File: src/rtl/ddr_arb_pkg.sv
// Shared widths, FSM encoding and requester indices for the DDR3 system-port arbiter.
package ddr_arb_pkg;

    localparam int ARB_ADDR_W = 27;
    localparam int ARB_DATA_W = 16;
    localparam int ARB_STAT_W = 32;

    typedef enum logic [1:0] {
        ST_INIT = 2'd0,
        ST_ARB  = 2'd1,
        ST_WR   = 2'd2,
        ST_RD   = 2'd3
    } arb_state_e;

    localparam logic PORT_A = 1'b0;
    localparam logic PORT_B = 1'b1;

endpackage

File: src/rtl/ddr_arb_rr_pick.sv
// Two-way round-robin winner: a lone requester wins, a tie goes to the port not granted last.
module ddr_arb_rr_pick
    import ddr_arb_pkg::*;
(
    input  logic valid_a_i,
    input  logic valid_b_i,
    input  logic last_grant_i,
    output logic grant_valid_o,
    output logic grant_o
);

    always_comb begin
        grant_valid_o = valid_a_i | valid_b_i;
        if (valid_a_i && valid_b_i) begin
            grant_o = ~last_grant_i;
        end else if (valid_b_i) begin
            grant_o = PORT_B;
        end else begin
            grant_o = PORT_A;
        end
    end

endmodule

File: src/rtl/ddr_port_arbiter.sv
// Shares the single slowDDR3 system port between requesters A and B, one transaction in flight.
// Optional per-port completion counters are built when ARB_STATS_EN is defined.
module ddr_port_arbiter
    import ddr_arb_pkg::*;
#(
    parameter int ADDR_W = ARB_ADDR_W,
    parameter int DATA_W = ARB_DATA_W
`ifdef ARB_STATS_EN
    ,
    parameter int STAT_W = ARB_STAT_W
`endif
) (
    input  logic              clk,
    input  logic              rst_n,
    input  logic              reqa_valid,
    input  logic              reqa_we,
    input  logic [ADDR_W-1:0] reqa_addr,
    input  logic [DATA_W-1:0] reqa_wdata,
    output logic              reqa_ready,
    output logic              rspa_valid,
    output logic [DATA_W-1:0] rspa_rdata,
    input  logic              reqb_valid,
    input  logic              reqb_we,
    input  logic [ADDR_W-1:0] reqb_addr,
    input  logic [DATA_W-1:0] reqb_wdata,
    output logic              reqb_ready,
    output logic              rspb_valid,
    output logic [DATA_W-1:0] rspb_rdata,
    output logic [ADDR_W-1:0] mem_address,
    output logic              mem_wr_valid,
    input  logic              mem_wr_ready,
    output logic [DATA_W-1:0] mem_wr_payload,
    output logic              mem_rd_ready,
    input  logic              mem_rd_valid,
    input  logic [DATA_W-1:0] mem_rd_payload,
`ifdef ARB_STATS_EN
    output logic [STAT_W-1:0] stat_a_cnt,
    output logic [STAT_W-1:0] stat_b_cnt,
`endif
    input  logic              init_fin
);

    arb_state_e        state_q;
    logic              last_grant_q;
    logic              owner_q;
    logic [ADDR_W-1:0] mem_address_q;
    logic              mem_wr_valid_q;
    logic [DATA_W-1:0] mem_wr_payload_q;
    logic              mem_rd_ready_q;
    logic              rspa_valid_q;
    logic              rspb_valid_q;
    logic [DATA_W-1:0] rspa_rdata_q;
    logic [DATA_W-1:0] rspb_rdata_q;

    logic              grant_valid;
    logic              grant;
    logic              accept;
    logic              done;
    logic              sel_we;
    logic [ADDR_W-1:0] sel_addr;
    logic [DATA_W-1:0] sel_wdata;

    ddr_arb_rr_pick u_pick (
        .valid_a_i     (reqa_valid),
        .valid_b_i     (reqb_valid),
        .last_grant_i  (last_grant_q),
        .grant_valid_o (grant_valid),
        .grant_o       (grant)
    );

    always_comb begin
        accept     = (state_q == ST_ARB) && grant_valid;
        reqa_ready = accept && (grant == PORT_A);
        reqb_ready = accept && (grant == PORT_B);
        sel_we     = (grant == PORT_A) ? reqa_we    : reqb_we;
        sel_addr   = (grant == PORT_A) ? reqa_addr  : reqb_addr;
        sel_wdata  = (grant == PORT_A) ? reqa_wdata : reqb_wdata;
        done       = ((state_q == ST_WR) && mem_wr_ready) ||
                     ((state_q == ST_RD) && mem_rd_valid);
    end

    always_ff @(posedge clk or negedge rst_n) begin
        if (!rst_n) begin
            state_q          <= ST_INIT;
            last_grant_q     <= PORT_B;
            owner_q          <= PORT_A;
            mem_address_q    <= '0;
            mem_wr_valid_q   <= 1'b0;
            mem_wr_payload_q <= '0;
            mem_rd_ready_q   <= 1'b0;
            rspa_valid_q     <= 1'b0;
            rspb_valid_q     <= 1'b0;
            rspa_rdata_q     <= '0;
            rspb_rdata_q     <= '0;
        end else begin
            rspa_valid_q <= done && (owner_q == PORT_A);
            rspb_valid_q <= done && (owner_q == PORT_B);
            case (state_q)
                ST_INIT: begin
                    if (init_fin) state_q <= ST_ARB;
                end
                ST_ARB: begin
                    if (accept) begin
                        owner_q       <= grant;
                        last_grant_q  <= grant;
                        mem_address_q <= sel_addr;
                        if (sel_we) begin
                            mem_wr_valid_q   <= 1'b1;
                            mem_wr_payload_q <= sel_wdata;
                            state_q          <= ST_WR;
                        end else begin
                            mem_rd_ready_q <= 1'b1;
                            state_q        <= ST_RD;
                        end
                    end
                end
                ST_WR: begin
                    if (mem_wr_ready) begin
                        mem_wr_valid_q   <= 1'b0;
                        mem_address_q    <= '0;
                        mem_wr_payload_q <= '0;
                        state_q          <= ST_ARB;
                    end
                end
                ST_RD: begin
                    if (mem_rd_valid) begin
                        mem_rd_ready_q <= 1'b0;
                        mem_address_q  <= '0;
                        if (owner_q == PORT_A) rspa_rdata_q <= mem_rd_payload;
                        else                   rspb_rdata_q <= mem_rd_payload;
                        state_q        <= ST_ARB;
                    end
                end
                default: state_q <= ST_INIT;
            endcase
        end
    end

`ifdef ARB_STATS_EN
    logic [STAT_W-1:0] stat_a_q;
    logic [STAT_W-1:0] stat_b_q;

    // Counters step on the same edge that raises the response pulse.
    always_ff @(posedge clk or negedge rst_n) begin
        if (!rst_n) begin
            stat_a_q <= '0;
            stat_b_q <= '0;
        end else if (done) begin
            if (owner_q == PORT_A) stat_a_q <= stat_a_q + STAT_W'(1);
            else                   stat_b_q <= stat_b_q + STAT_W'(1);
        end
    end

    assign stat_a_cnt = stat_a_q;
    assign stat_b_cnt = stat_b_q;
`endif

    assign mem_address    = mem_address_q;
    assign mem_wr_valid   = mem_wr_valid_q;
    assign mem_wr_payload = mem_wr_payload_q;
    assign mem_rd_ready   = mem_rd_ready_q;
    assign rspa_valid     = rspa_valid_q;
    assign rspb_valid     = rspb_valid_q;
    assign rspa_rdata     = rspa_rdata_q;
    assign rspb_rdata     = rspb_rdata_q;

endmodule
File: config.mk
export PLATFORM = sky130hd
export DESIGN_NAME = ddr_port_arbiter
export DESIGN_NICKNAME = d
export VERILOG_FILES = /design/src/rtl/ddr_arb_pkg.sv /design/src/rtl/ddr_arb_rr_pick.sv /design/src/rtl/ddr_port_arbiter.sv
export SDC_FILE = /design/constraint.sdc
export NUM_CORES = 1
export LEC_CHECK = 0
export CAP_MARGIN = 20
export CORE_ASPECT_RATIO = 0.6
export CORE_UTILIZATION = 38
export CTS_BUF_LIST = sky130_fd_sc_hd__clkbuf_8
export CTS_CLUSTER_DIAMETER = 80
export DETAILED_ROUTE_END_ITERATION = 6
export PLACE_DENSITY = 0.79
export SLEW_MARGIN = 20
export SYNTH_ARGS = -nofsm -noshare
export SYNTH_HDL_FRONTEND = slang
export SYNTH_HIERARCHICAL = 1
export SYNTH_SLANG_ARGS = --single-unit
File: constraint.sdc
create_clock -name clk -period 1.5 [get_ports clk]
set_input_delay 0.3 -clock clk [delete_from_list [all_inputs] [get_ports clk]]
set_output_delay 0.3 -clock clk [all_outputs]
set_load 0.01 [all_outputs]
# After elaboration in Yosys (flattened, before gate mapping)

Index checks and enable logic that the tools add are counted.

Bits in registers: 83
Latch bits: 0
Memory bits (writable): 0
ROM bits: 0
Bits of input ports: 111
Output and inout bits: 81
Word-level logic and storage cells: 71
Memories: 0

$add $sub $neg: 0
$mul: 0
Divide/modulo/power cells: 0
Magnitude comparators: 0
Equal/unequal tests: 9
Shifts and indexed selects: 0
Mux-type cells: 27
Bitwise logic cells: 4
Reductions and logical operators: 20

Operator list:

| kind                                                            | count |
|---|---|
| 27-bit 2-to-1 mux                                               | 4 |
| 27-bit case mux with 3 select lines                             | 1 |
| 16-bit 2-to-1 mux                                               | 4 |
| 16-bit case mux with 2 select lines                             | 1 |
| 4-bit AND reduction                                             | 4 |
| 2-bit != test, second input constant                            | 6 |
| 1-bit 2-to-1 mux                                                | 10 |
| 1-bit logical AND                                               | 8 |
| 2-bit 2-to-1 mux                                                | 4 |
| 2-bit case mux with 4 select lines                              | 1 |
| 3-bit AND reduction                                             | 2 |
| 2-bit == test, second input constant                            | 2 |
| 1-bit case mux with 2 select lines                              | 2 |
| 2-bit nonzero test                                              | 2 |
| 1-bit inverter                                                  | 3 |
| 3-bit nonzero test                                              | 1 |
| 2-bit by 1-bit == test with 1-bit output, second input constant | 1 |
| 2-bit logical NOT                                               | 1 |
| 2-bit AND reduction                                             | 1 |
| 1-bit logical OR                                                | 1 |
| 1-bit bitwise OR                                                | 1 |

# Logic depth before layout (Yosys ltp)

Gate-level depths: netlist (run 1).

Word-level depth: 6
Mapped depth: 6

# By module

Netlist (run 1), hierarchy kept.

Modules (own cells, without submodules):

| module           | times used | cells an instance | area each (um^2) | sequential area each (um^2) |
|---|---|---|---|---|
| ddr_port_arbiter | 1          | 324               | 3952.5           | 2078.2 |
| ddr_arb_rr_pick  | 1          | 2                 | 13.8             | 0.0 |

# Worst setup path before layout (run 1)

Ideal clock, no wire load.

Kind: reg-to-reg
Start point: reg last_grant_q
End point: reg mem_wr_payload_q[10] (netlist: mem_wr_payload[10])
Library setup time: 0.079 ns
Arrival: 1.516 ns
Data required time: 1.421 ns
Slack: -0.095 ns
Stages on the path, launching flop included: 7
Clock period less this slack: 1.595 ns
Path through: dfstp_2 -> a21boi_1 -> buf_2 -> mux2i_1 -> nor2_4 -> buf_6 -> mux2i_1

Longest elaborated chain between the ends: 6

Ends and longest elaborated chain:

| what                                | RTL line                | source |
|---|---|---|
| start, declared                     | ddr_port_arbiter.sv:44  | `logic last_grant_q;` |
| start signal, assigned              | ddr_port_arbiter.sv:105 | `last_grant_q <= grant;` |
| 1-bit inverter *                    | ddr_arb_rr_pick.sv:15   | `grant_o = ~last_grant_i;` |
| 1-bit 2-to-1 mux *                  | ddr_arb_rr_pick.sv:14   | `if (valid_a_i && valid_b_i) begin` |
| via grant                           | ddr_port_arbiter.sv:56  | `logic grant;` |
| 16-bit 2-to-1 mux                   | ddr_port_arbiter.sv:77  | `sel_wdata = (grant == PORT_A) ? reqa_wdata : reqb_wdata;` |
| 16-bit 2-to-1 mux                   | ddr_port_arbiter.sv:107 | `if (sel_we) begin` |
| 16-bit 2-to-1 mux                   | ddr_port_arbiter.sv:103 | `if (accept) begin` |
| 16-bit case mux with 2 select lines | ddr_port_arbiter.sv:98  | `case (state_q)` |
| end signal, assigned                | ddr_port_arbiter.sv:109 | `mem_wr_payload_q <= sel_wdata;` |
| end, declared                       | ddr_port_arbiter.sv:48  | `logic [DATA_W-1:0] mem_wr_payload_q;` |

The timed path passes the listed nets; every way through them passes the cells marked *. The select of a mux whose other input is x is not followed.
A chain may end at the register's enable or synchronous reset.

# Worst setup path in the final report (run 1)

Start point: reg last_grant_q
End point: out reqb_ready

Longest elaborated chain between the ends: 3

Ends and longest elaborated chain:

| what              | RTL line               | source |
|---|---|---|
| 1-bit inverter    | ddr_arb_rr_pick.sv:15  |  |
| 1-bit 2-to-1 mux  | ddr_arb_rr_pick.sv:14  |  |
| via grant         | ddr_port_arbiter.sv:56 |  |
| 1-bit logical AND | ddr_port_arbiter.sv:74 | `reqb_ready = accept && (grant == PORT_B);` |
| end, declared     | ddr_port_arbiter.sv:26 | `output logic reqb_ready,` |

The timed path passes the listed nets, and every way through them passes these cells.

==> results of run 1 <==
report_power, final:
part	total (mW)	switching [mW]	internal, mW	leakage (nW)
registers	3.90	0.591	3.30	1.02
clock network	1.53	0.782	0.752	0.103
logic	5.53	2.57	2.96	1.93
total	11.0	3.95	7.01	3.05
kinds of logic after synthesis:
group | count (synthesis) | share of synthesized area [%]
mux | 93 | 27.3
simple gates | 87 | 11.4
flops | 83 | 52.4
compound gates | 36 | 5.11
buf+inv | 27 | 3.85
worst paths after layout:
| path | start | endpoint | cells after the start |
|---|---|---|---|
| worst max-delay path | last_grant_q | reqb_ready | 3 |
| worst min-delay path | rst_n | mem_wr_payload[14] | 2 |
| worst max register to register | last_grant_q | mem_wr_payload[5] | 7 |
| worst min register to register | mem_wr_valid | mem_wr_valid | 1 |
| max in group asynchronous | rst_n | last_grant_q | 3 |
| min in group clk | mem_wr_valid | mem_wr_valid | 1 |
through the flow:
stage / power [mW] / instances / area (um^2) / hold slack (ps)
after floorplan: 6.61 / 326 / 3970 / 4.41
final: 11.0 / 677 / 6480 / 407
after global placement: 9.68 / 648 / 6200 / 254
after CTS: 11.0 / 675 / 6460 / 406
after global routing: 11.6 / 677 / 6480 / 420
after detailed placement: 9.90 / 648 / 6200 / 255
area by class of cell:
class,instances,area (um^2)
clock buffer,9,124
clock inverter,7,62.6
fill,804,3510
inverter,2,7.51
multi-input combinational,216,1780
sequential,83,2080
tap,135,169
timing repair buffer,225,2260
routing by layer:
layer  up-vias  wire length, um  global-route usage (%)
met5         -                0                       0
met4         0               70                    4.32
met3         8             1080                    7.87
met1      1673             5070                    26.6
li1       1583                -                       -
met2       156             5490                    36.7
flip-flops by register name (all words and copies together) (netlist names):
signal / cells
mem_address: 27
mem_wr_payload: 16
rspa_rdata: 16
rspb_rdata: 16
state_q: 2
last_grant_q: 1
mem_rd_ready: 1
mem_wr_valid: 1
owner_q: 1
rspa_valid: 1
rspb_valid: 1
repair_timing:
action / CTS / global route
endpoints found under the setup margin: 140 / 47
hold buffers: 1 / 0
pin swaps: 5 / 2
gates cloned: 2 / 1
setup buffers: 9 / 3
hold endpoints to repair: 26 / 0
gates resized for setup: 113 / 4
layout by cell type, fill, tap and decap left out, drive strengths merged, types with 3 or more instances in the layout:
cell,synthesis,routed
a21o,3,3
buf,16,35
clkbuf,9,10
clkdlybuf4s50,0,107
dfrtp,82,82
dlygate4sd2,0,80
inv,2,5
mux2,60,60
mux2i,33,33
nand2,45,45
nand4,27,27
nor2,5,5
o21ai,28,28
worst max-delay path, cell delays in order, from the launching register on:
cell      delay (ps)
dfstp_2          570
a21boi_4          90
and3_4           200
buf_6            110
==> run metrics, run 1 <==
status=finished, violations left; DR WL/cell=17.3 um; Synth top area share=51.7%; Core Rows=28; core outline area=9980 um^2; most frequent cell after synthesis=dfrtp_1; startpoint types=register; Area Growth Syn to Fin=63.3%; Tightest Hold Check Type=in -> async; total wire length=11700 um; DP HPWL=8300 um; antenna violations before repair=0; largest net degree at the start of global routing=34; Tmin final=1620 ps; synth top area cells=dfrtp_1 (52%), mux2_2 (11%), mux2i_1 (8.3%), mux2_4 (7.6%), nand2_1 (4.3%); kind of critical path=reg -> out; clock-pin slew on the worst setup and hold paths=90 ps; Post-synth top flop=dfrtp_1; final hold vios=0; drt initial violations=181; MaxCap Viol Count=0; worst reg-to-reg setup slack=-110 ps; synthesized area=3970 um^2; Layout Utilization=64.9%; Max Freq=0.617 GHz; Setup Viol. Count Final=46; Final period util=108%; number of clock sinks=83; Seq/Total Area, Yosys=52.4%; Final Slew Violations=0; CP required=1200 ps; Starting Density=39.7%; number of synthesized register bits=83; Die Wd=134 um; cells after synthesis=326; setup slack at placement=-747 ps; vias in the first global route=3419; Die Area=10900 um^2; total grt overflow=0; DR vias=3420; port bufs=191; Max-slew headroom=73.6%; first-pass GRT wire length=17900 um; routability-driven placement congestion ratio=0.782; clk buf depth=2; Setup TNS=-3000 ps; Die H=81.1 um; nets=648; Post-Syn Area per Cell=12.2 um^2; failing checks=negative setup slack; CTS root buf=clkbuf_8; ANT cells=0; Synth top cells by count=dfrtp_1 (82), nand2_1 (45), mux2_2 (40), mux2i_1 (33), o21ai_0 (28); fraction of registers with async set/reset=100%; Post-Route Skew=14.1 ps; I/O pin cnt=192; critical path arrival=1320 ps; Post-DRT Antenna Nets=0; routed vias/inst=5.05; Num CTS Buffers=9; DR DRC count=0; Leakage Power=3.05 nW; Net Count, Synth=437; post-synth cell types=28; CTS tree=done; PwrDens=1690 nW/um^2; leading area contributor after synthesis=dfrtp_1; Global Route Usage Sum=21.6%; drt pass-1 iters=4; crit path max fanout=5; H-tree depth=3; unrepaired setup endpoints after global routing=true; worst vdd ir=0.946 mV; Worst-Margin Slew=396 ps; Worst-Skew Late Latency=350 ps; yosys warns=6; crit path capture type=output port; Post-synth EDFFs=0; Final WS setup=-120 ps; fraction of layout cells with a size suffix above 1=22.1%
No activity file was read; power rests on OpenSTA's default activity.
==> inputs of run 2 (changes only) <==
PLACE_DENSITY = 0.87   (was 0.79)
==> run metrics, run 2 (synthesis results as in run 1) <==
status=finished, violations left; failing checks=negative setup slack; DR WL/cell=18.1 um; DP HPWL=8600 um; Tmin final=1640 ps; commonest non-fill, non-tap cell in the layout=clkdlybuf4s50_1; port bufs=191; Die H=81.1 um; r2r startpoint=last_grant_q; clk buf depth=2; Filler Cell Count=771; Worst-Margin Slew=426 ps; Max-slew headroom=71.6%; worst reg-to-reg setup slack=-140 ps; clock-pin slew on the worst setup and hold paths=80 ps; CTS tree=done; vias in the first global route=3652; kind of critical path=reg -> out; drt pass-1 iters=4; MaxCap Viol Count=0; Post-Route Skew=8.04 ps; Post-Layout Cell Count=682; core outline area=9980 um^2; DR vias=3465; Core Rows=28; crit path capture type=output port; dpl cells=652; critical path cell sequence=a21boi_4 > and3_4 > buf_6; Num CTS Buffers=9; DR DRC count=0; PwrDens=1710 nW/um^2; CP peak stage delay=400 ps; ANT cells=0; H-tree depth=3; first-pass GRT wire length=18700 um; Final WS setup=-145 ps; number of clock sinks=83; Final Slew Violations=0; worst r2r dst=mem_address[10]; antenna violations before repair=0; Die Wd=134 um; total wire length=12400 um; worst vdd ir=1.20 mV; Met2 Wirelength=5840 um; crit path max fanout=4; Final period util=110%; final hold vios=0; critical path arrival=1340 ps; fraction of layout cells with a size suffix above 1=23.2%; routed vias/inst=5.08; CTS root buf=clkbuf_8; Worst-Skew Late Latency=350 ps; hold_ws=438 ps; DR WL met3=1180 um; Setup Viol. Count Final=47; Die Area=10900 um^2; Leakage Power=3.18 nW; Post-DRT Antenna Nets=0; startpoint types=register; Top Metal Used=met4; Max Freq=0.608 GHz; area of the multi-input gates=1870 um^2; r2r worst-path depth=7; commonest non-fill, non-tap cells in the layout=clkdlybuf4s50_1 (107), dfrtp_1 (82), dlygate4sd2_1 (81), nand2_1 (45), mux2_4 (41); crit path max-delay cell type=dfstp_2; nets=653; Tightest Hold Check Type=in -> async; unrepaired setup endpoints after global routing=true; largest net degree at the start of global routing=32; Area Growth Syn to Fin=67.5%; CP required=1200 ps; routability-driven placement congestion ratio=0.737; Starting Density=39.7%; Global Route Usage Sum=22.7%; total grt overflow=0; Storage cell area=2080 um^2; Largest register FFs=27; I/O pin cnt=192; M1 WL=5160 um; setup slack at placement=-724 ps; drt initial violations=137
## run 2: power by group
group	leakage (nW)	switching [mW]	internal [mW]
registers	1.02	0.583	3.30
logic	2.05	2.67	3.09
clock network	0.109	0.795	0.921
## run 2: worst max-delay path by stage
stage	cells after the start	slack (ps)	end	start
4_1_cts	4	-170	reqa_ready	last_grant_q
5_1_grt	3	-200	reqb_ready	last_grant_q
6_report	3	-140	reqb_ready	last_grant_q
2_1_floorplan	6	-80	mem_wr_payload[10]	last_grant_q
3_5_place_dp	7	-720	mem_wr_payload[2]	reqa_valid
3_3_place_gp	5	-590	reqb_ready	reqa_valid
## run 2: cell type report
type,count,area share [%]
Clock buffer,9,1.86
Clock inverter,7,1.30
Multi-Input combinational cell,216,28.1
Tap cell,135,2.54
Timing Repair Buffer,230,34.8
Sequential cell,83,31.3
Inverter,2,0.113
## run 2: critical path: cells and delay by family, from the launching register on
family                 cells  cell delay (ps)
AO/OA/AOI/OAI              1              260
flip-flops                 1              400
buffers and inverters      1              100
AND/OR/NAND/NOR            1              250
## run 2: what timing repair did
item,CTS,global route
resized for setup,150,7
hold buffers,1,0
hold endpoints to repair,27,0
buffers inserted,8,5
gates cloned,2,2
setup endpoints to repair,139,54
pin swaps,6,3
## run 2: metrics by stage
step	area (um^2)	util (%)	power, mW	TNS, ps
4_1_cts	6550	65.6	11.3	-2740
2_1_floorplan	3970	-	6.61	-709
3_5_place_dp	6200	62.1	9.92	-35050
5_1_grt	6640	66.5	12.1	-6350
3_3_place_gp	6200	62.1	9.68	-31690
6_report	6640	66.5	11.4	-3970
## run 2: metal layers
layer | vias to the layer above | track usage, %
li1 | 1591 | -
met1 | 1691 | 27.3
met2 | 167 | 38.3
met3 | 16 | 8.30
met4 | 0 | 6.82
met5 | - | 0
==> inputs of run 3 (changes only) <==
GPL_TIMING_DRIVEN = 0   (was not set)
==> run metrics, run 3 (synthesis results as in run 1) <==
status=finished, violations left; failing checks=negative setup slack; r2r worst-path depth=6; kind of critical path=reg -> out; Crit path depth=5; Final period util=116%; DP HPWL=8770 um; crit path max-delay cell type=dfstp_2; Die H=81.1 um; crit-path leading delay family=flip-flops; commonest non-fill, non-tap cell in the layout=clkdlybuf4s50_1; Setup TNS=-3170 ps; CP Launch Point=last_grant_q; Global Route Usage Sum=22.5%; worst vdd ir=1.21 mV; drt pass-1 iters=4; largest net degree at the start of global routing=44; unrepaired setup endpoints after global routing=true; Post-DRT Antenna Nets=0; worst reg-to-reg setup slack=-100 ps; Tightest Hold Check Type=in -> async; Area Growth Syn to Fin=64.3%; Num CTS Buffers=9; worst setup path end=reqa_ready; number of clock sinks=83; Worst-Skew Late Latency=350 ps; dpl cells=653; Setup Viol. Count Final=40; clk buf depth=2; Die Area=10900 um^2; total wire length=11900 um; Max Freq=0.575 GHz; routed vias/inst=5.03; vias in the first global route=3660; CTS tree=done; CP peak stage delay=570 ps; final hold vios=0; Tmin final=1740 ps; core outline area=9980 um^2; Buf/Inv on CP=3; DR WL/cell=17.4 um; Core Rows=28; Max-slew headroom=63.0%; Final Slew Violations=0; port bufs=191; Largest register FFs=27; crit-path most repeated cell=buf_12; Starting Density=39.7%; Post-Layout Cell Count=685; first-pass GRT wire length=18500 um; critical path cell sequence=a21boi_4 > buf_12 > buf_12 > nor2_4 > buf_6; nets=656; crit path max fanout=3; clock-pin slew on the worst setup and hold paths=90 ps; MaxCap Viol Count=0; Final WS setup=-239 ps; Leakage Power=3.08 nW; antenna violations before repair=0; worst r2r dst=mem_address[25]; fraction of layout cells with a size suffix above 1=22.7%; CP required=1200 ps; Die Wd=134 um; DR DRC count=0; DR vias=3443; PwrDens=1720 nW/um^2; Worst-Margin Slew=555 ps; CTS root buf=clkbuf_8; critical path arrival=1440 ps; commonest non-fill, non-tap cells in the layout=clkdlybuf4s50_1 (107), dfrtp_1 (81), dlygate4sd2_1 (79), nand2_1 (45), mux2_2 (40); startpoint types=register; total grt overflow=0; ANT cells=0; r2r startpoint=last_grant_q; H-tree depth=3; drt initial violations=149; crit path capture type=output port; routability-driven placement congestion ratio=0.776; I/O pin cnt=192; Post-Route Skew=11.2 ps
## run 3: changes by cell type in the layout (fill, tap and decap cells not counted), sizes merged
cell	before	now
bufinv	2	3
clkbuf	11	20
dlygate4sd2	81	79
dlymetal6s2s	0	2
clkinvlp	2	1
buf	39	34
inv	5	4
## run 3: stage by stage
step	power [mW]	worst slack, ps	area, um^2	util, %	hold WS (ps)
after CTS	11.3	-330	6470	64.8	470
after global routing	11.9	-296	6520	65.3	501
final	11.2	-239	6520	65.3	476
after detailed placement	9.69	-1010	6070	60.8	318
after global placement	9.46	-2730	6050	60.6	464
after floorplan	6.61	-79.2	3970	-	4.41
## run 3: how the worst min path moves through the flow
stage | from | end | slack (ps)
after CTS | rst_n | mem_address[26] | 470
after global routing | rst_n | mem_address[26] | 500
after global placement | mem_wr_valid | mem_wr_valid | 460
after detailed placement | rst_n | mem_address[26] | 320
final | rst_n | mem_address[26] | 480
after floorplan | rst_n | mem_address[0] | 4
## run 3: worst register-to-register path, delay by kind of cell (launching register included)
family / cells / cell delay (ps)
muxes: 1 / 360
buffers and inverters: 2 / 360
AOI/OAI and AO/OA: 2 / 270
DFF: 1 / 390
and+or+nand+nor: 1 / 90
## run 3: power breakdown
| group | total (mW) | switching (mW) | internal, mW |
|---|---|---|---|
| clock network | 1.93 | 0.787 | 1.14 |
| registers | 3.91 | 0.600 | 3.31 |
| logic | 5.37 | 2.53 | 2.84 |
## run 3: routing by layer
metal	share of wire [%]	vias to the layer above	track usage, %
met1	43	1689	27.5
met3	8.6	14	8.24
li1	-	1597	-
met4	1.3	0	6.36
met5	0	-	0
met2	47	143	37.7
## run 3: layout make-up
| class | count | area [um^2] |
|---|---|---|
| tap | 135 | 169 |
| timing repair buffer | 210 | 2030 |
| multi-input combinational | 216 | 1780 |
| clock buffer | 10 | 138 |
| inverter | 2 | 7.51 |
| buffer | 23 | 206 |
| sequential | 83 | 2080 |
| clock inverter | 6 | 105 |
| fill | 794 | 3470 |
## run 3: what timing repair did
action	4_1_cts	5_1_grt
resized for setup	114	14
endpoints found under the setup margin	142	59
pin swaps	5	2
buffers inserted	16	0
cloned	0	1
hold buffers	1	0
hold endpoints to repair	39	0
